File: config.mk
export PLATFORM = sky130hd
export DESIGN_NAME = dcache_wt
export DESIGN_NICKNAME = d
export VERILOG_FILES = /design/src/rtl/dcache_wt.sv
export SDC_FILE = /design/constraint.sdc
export NUM_CORES = 2
export LEC_CHECK = 0
export CAP_MARGIN = 15
export CORE_MARGIN = 5
export CORE_UTILIZATION = 50
export CTS_BUF_LIST = sky130_fd_sc_hd__clkbuf_8
export DETAILED_ROUTE_END_ITERATION = 6
export PLACE_DENSITY = 0.65
export SETUP_SLACK_MARGIN = 0.2
export SLEW_MARGIN = 20
export SYNTH_ARGS = -nofsm -noshare
export SYNTH_HDL_FRONTEND = slang
export SYNTH_SLANG_ARGS = --single-unit
File: constraint.sdc
create_clock -name clk -period 14.6 [get_ports clk]
set_clock_uncertainty 0.15 [all_clocks]
set_input_delay 2.92 -clock clk [delete_from_list [all_inputs] [get_ports clk]]
set_output_delay 2.92 -clock clk [all_outputs]
set_load 0.02 [all_outputs]
File: src/rtl/dcache_wt.sv
// Direct-mapped, write-through, no-write-allocate data cache with flip-flop storage.
// Read hits answer one cycle after the request; misses and all writes stall the core.
module dcache_wt #(
  parameter int LINES = 16,
  parameter int IDX_W = $clog2(LINES)
) (
  input  logic         clk,
  input  logic         reset_n,
  input  logic [31:0]  cpu_addr,
  input  logic         cpu_re,
  input  logic [3:0]   cpu_we,
  input  logic [31:0]  cpu_din,
  output logic [31:0]  cpu_dout,
  output logic         stall,
  output logic         mem_req_valid,
  input  logic         mem_req_ready,
  output logic         mem_req_rw,
  output logic [27:0]  mem_req_addr,
  output logic [127:0] mem_req_data,
  output logic [15:0]  mem_req_mask,
  input  logic         mem_resp_valid,
  input  logic [127:0] mem_resp_data
);

  localparam int TAG_W = 28 - IDX_W;

  typedef enum logic [2:0] {IDLE, CHECK, FILL_REQ, FILL_WAIT, WR_REQ} state_t;
  state_t state;

  // Request registers: accepted request held for the CHECK stage and beyond
  logic [29:0]      req_addr_p1;
  logic [3:0]       req_we_p1;
  logic [31:0]      req_din_p1;
  logic             req_wr_p1;

  logic             valid_q [LINES];
  logic [TAG_W-1:0] tag_q   [LINES];
  logic [31:0]      data_q  [LINES][4];

  logic [1:0]       req_word;
  logic [IDX_W-1:0] req_idx;
  logic [TAG_W-1:0] req_tag;
  logic             hit;
  logic             accept;
  logic             unused_addr_bits;

  assign unused_addr_bits = ^cpu_addr[1:0];

  assign req_word = req_addr_p1[1:0];
  assign req_idx  = req_addr_p1[IDX_W+1:2];
  assign req_tag  = req_addr_p1[29:IDX_W+2];
  assign hit      = valid_q[req_idx] && (tag_q[req_idx] == req_tag);

  always_comb begin
    stall = 1'b0;
    case (state)
      IDLE:                stall = 1'b0;
      CHECK:               stall = req_wr_p1 || !hit;
      FILL_REQ, FILL_WAIT: stall = 1'b1;
      WR_REQ:              stall = !mem_req_ready;
      default:             stall = 1'b0;
    endcase
  end

  assign accept = !stall && (cpu_re || (|cpu_we));

  assign mem_req_valid = (state == FILL_REQ) || (state == WR_REQ);
  assign mem_req_rw    = (state == WR_REQ);
  assign mem_req_addr  = req_addr_p1[29:2];
  assign mem_req_data  = {4{req_din_p1}};
  assign mem_req_mask  = mem_req_rw ? (16'(req_we_p1) << {req_word, 2'b00}) : 16'h0000;

  assign cpu_dout = data_q[req_idx][req_word];

  always_ff @(posedge clk or negedge reset_n) begin
    if (!reset_n) begin
      state       <= IDLE;
      req_addr_p1 <= '0;
      req_we_p1   <= '0;
      req_din_p1  <= '0;
      req_wr_p1   <= 1'b0;
    end else if (accept) begin
      state       <= CHECK;
      req_addr_p1 <= cpu_addr[31:2];
      req_we_p1   <= cpu_we;
      req_din_p1  <= cpu_din;
      req_wr_p1   <= |cpu_we;
    end else if (!stall) begin
      state <= IDLE;
    end else begin
      case (state)
        CHECK:     state <= req_wr_p1 ? WR_REQ : FILL_REQ;
        FILL_REQ:  if (mem_req_ready) state <= FILL_WAIT;
        FILL_WAIT: if (mem_resp_valid) state <= CHECK;
        default:   state <= state;
      endcase
    end
  end

  // A fill returns to CHECK, so the same request then completes as a hit
  always_ff @(posedge clk or negedge reset_n) begin
    if (!reset_n) begin
      for (int i = 0; i < LINES; i++) begin
        valid_q[i] <= 1'b0;
        tag_q[i]   <= '0;
        for (int w = 0; w < 4; w++) data_q[i][w] <= '0;
      end
    end else if (state == FILL_WAIT && mem_resp_valid) begin
      valid_q[req_idx] <= 1'b1;
      tag_q[req_idx]   <= req_tag;
      for (int w = 0; w < 4; w++) data_q[req_idx][w] <= mem_resp_data[32*w +: 32];
    end else if (state == CHECK && req_wr_p1 && hit) begin
      for (int b = 0; b < 4; b++)
        if (req_we_p1[b]) data_q[req_idx][req_word][8*b +: 8] <= req_din_p1[8*b +: 8];
    end
  end

endmodule

==> results.yml <==
clocking:
  cts.sinks: 2518
  cts_buffers: 433
  cts_root_buf: "clkbuf_8"
  ctsLongestPathBuffers: 4
  tritoncts: "done"
  cts_setup_buffers: 0
  ctsHtreeMaxLevel: 5
  cts_resized: 0
  cts_hold_buf: 0
  clock_latency_ns: 1.07
  cts.clk_slew.worst_paths_ns: 0.07
cells_and_area:
  drive_gt1_frac: 0.216
  fin_nets: 10700
  syn_to_final_growth_pct: 11.2
  multi_input_area_um2: 63500
  stdcell_count: 14400
  regArea_um2: 63000
  fillers: 21800
min_path:
  hp-class: "reg2reg"
  hold_path_depth: 1
  hold_end: "valid_q[3]$_DFFE_PN0P_"
  hold_start: "valid_q[3]$_DFFE_PN0P_"
logic_synthesis:
  yosysMostFrequentCell: "dfrtp_1"
  ys.warnings.count: 0
  netlist_top_cells_count: "dfrtp_1, a22o_1, a21o_1"
  async_reset_ff_frac: 1.00
  synth_seq_cells: 2518
  ys_seq_area_frac: 0.477
  ys.flop_type: "dfrtp_1"
  synth_edf_count: 0
  yosys.area_share.xor_xnor: 0.00139
  synth_top_area_frac: 0.477
  syn_inst: 10600
  synth-simple-area-share: 0.0292
  yosys.area.top_type: "dfrtp_1"
  syn_nets: 10800
  synth_top_family_by_area: "compound AO/OA/AOI/OAI gates"
  synthDistinctLibCells: 61
  synthTopCellsByArea: "dfrtp_1, a22o_1, mux4_2"
  muxShareOfSynthArea: 0.174
  synth_area_um2: 132000
  syn_avg_cell_area_um2: 12.4
  synthAdderAreaFrac: 0
  synth_compound_area_frac: 0.274
power_and_ir_drop:
  pwr-share-clk: 0.244
  ir_worst_vdd_uv: 243
  p_per_area_nw_per_um2: 183
  power_leakage_nw: 81.4
  switching_power_mw: 10.2
  total_power_mw: 26.8
  pwr-share-seq: 0.385
  combPwrFrac: 0.371
  swShare: 0.380
  internal_power_mw: 16.6
timing:
  worst_slew_pin_slew_ns: 1.31
  finalSetupViolations: 0
  slew_headroom: 0.127
  drv_slew: 0
  fin_crit_sh: 0.737
  clock.fmax_mhz: 92.9
  fin_crit_ns: 10.76
  rsz0062_at_grt: "false"
  hold_violations: 0
  fin_tns_setup_ns: 0
  layout_setup_ws_ns: 3.84
  hold_slack_ns: 0.313
global_routing:
  grt_use_total: 0.377
  grt_max_degree: 204
  grt_overflow: 0
  grt_pass1_vias: 107000
  antenna_found_initial: 99
  grt_pass1_wl_mm: 755
critical_path:
  cp-start-kind: "flip-flop"
  crit_type: "reg2out"
  timing.rr.start: "req_addr_p1[4]$_DFFE_PN0P_"
  cp_max_fo: 69
  r2r.worst_path.cells: 14
  crit_arrival_ns: 7.69
  r2r_end: "data_q[1071]$_DFFE_PN0P_"
  worstSetupEndpointType: "output port"
  r2r_slack_ns: 6.53
  cp_data_required_time_ns: 11.53
die:
  coreArea_um2: 263000
  floorplan.initialDensity: 0.503
  dieArea_um2: 275000
  rows: 188
  ios: 408
  fp.dieW_um: 524
  die_h_um: 524
route:
  vias_per_cell: 7.29
  drcViolationCount: 0
  first_iter_violations: 13500
  vias: 105000
  ant_nets: 0
  drt_pass1_iterations: 6
  totalWireLength_mm: 527
  post_drt_wl_per_cell_um: 36.6
placement:
  placed_cells: 13600
  gp_congestion: 0.889
  io_buffers: 405
  dp_hpwl_mm: 310
  dp_slack_ns: 4.84
status:
  status: "complete, no violations"
flow_run:
  max_cap_violations: 0
-- state kept, by name, indices dropped and copies added, names as in the netlist --
signal	cells
req_addr_p1	30
req_wr_p1	1
tag_q	384
state	3
data_q	2048
req_we_p1	4
req_din_p1	32
valid_q	16
-- per-stage QoR --
step / area [µm²] / util
4_1_cts: 147000 / 0.558
3_5_place_dp: 138000 / 0.525
6_report: 147000 / 0.559
3_3_place_gp: 138000 / 0.525
5_1_grt: 147000 / 0.559
2_1_floorplan: 132000 / -
-- worst max-delay path: stages (launching register included) --
cell and delay, ns:
dfrtp_4 0.73, buf_12 0.48, buf_4 0.93, buf_4 0.82, buf_4 0.88, mux4_2 0.61, mux4_2 0.63, mux4_2 0.70
clkdlybuf4s50_1 0.62
-- power groups by stage --
stage / clock (mW) / sequential, mW / combinational, mW
global route: 6.91 / 10.5 / 10.3
floorplan: 0 / 9.75 / 6.62
finish: 6.55 / 10.3 / 9.96
global placement: 0 / 10.2 / 9.58
detailed placement: 0 / 10.4 / 9.74
CTS: 6.60 / 10.3 / 9.77
-- kinds of logic (layout without fill, tap and decap cells) --
kind of cell    after synthesis  in the layout
other cells                   0             76
buf+inv                    1296           1497
compound gates             4573           4573
flops                      2518           2518
xor+xnor                     21             21
mux                        1285           1285
simple gates                922            922
-- layout make-up --
cell class,instances,area share
clock inverters,212,0.00804
flip-flops and latches,2518,0.429
well taps,3515,0.0299
diodes,76,0.00129
repair buffers,724,0.0477
clock buffers,547,0.0512
inverters,14,0.000409
multi-input cells,6801,0.432
-- metal layers --
metal	GRT usage	up-vias	part of all wire	wire, µm
met5	0	-	0.00048	254
met4	0.260	34	0.079	41600
met3	0.128	2217	0.13	68500
met2	0.552	7699	0.43	229000
met1	0.473	54200	0.36	188000
li1	-	40900	-	-
-- cell usage in the layout, fill, tap and decap left out, types with 5 or more instances in the layout --
cell type and instances:
a211oi_1 6, a21o_1 2048, a21oi_1 285, a21oi_2 113
a221oi_1 11, a22o_1 2051, a22oi_1 12, and2_1 19
and3_1 5, buf_12 38, buf_4 274, bufinv_16 7
clkbuf_8 547, clkdlybuf4s50_1 404, clkinv_2 40, clkinvlp_4 5
dfrtp_1 2512, dfrtp_4 6, diode_2 76, inv_1 155
inv_8 7, mux2_2 442, mux2_4 29, mux2i_1 64
mux4_2 749, nand2_1 82, nand3_1 8, nor2_1 599
nor2_4 16, nor2b_1 8, nor3_1 135, o21ai_0 6
o22ai_1 9, or2_2 17, xnor2_1 8, xor2_1 13
-- worst max-delay path by stage --
| stage | slack [ns] | depth (start not counted) | to | startpoint |
|---|---|---|---|---|
| after CTS | 3.70 | 8 | cpu_dout[28] | req_addr_p1[2]$_DFFE_PN0P_ |
| after global placement | 4.89 | 8 | cpu_dout[28] | req_addr_p1[2]$_DFFE_PN0P_ |
| after global routing | 3.49 | 8 | cpu_dout[28] | req_addr_p1[2]$_DFFE_PN0P_ |
| final | 3.84 | 8 | cpu_dout[28] | req_addr_p1[2]$_DFFE_PN0P_ |
| after floorplan | 7.80 | 11 | cpu_dout[0] | req_addr_p1[2]$_DFFE_PN0P_ |
| after detailed placement | 4.84 | 8 | cpu_dout[28] | req_addr_p1[2]$_DFFE_PN0P_ |
Note: power is estimated with default switching activity, not from simulation.
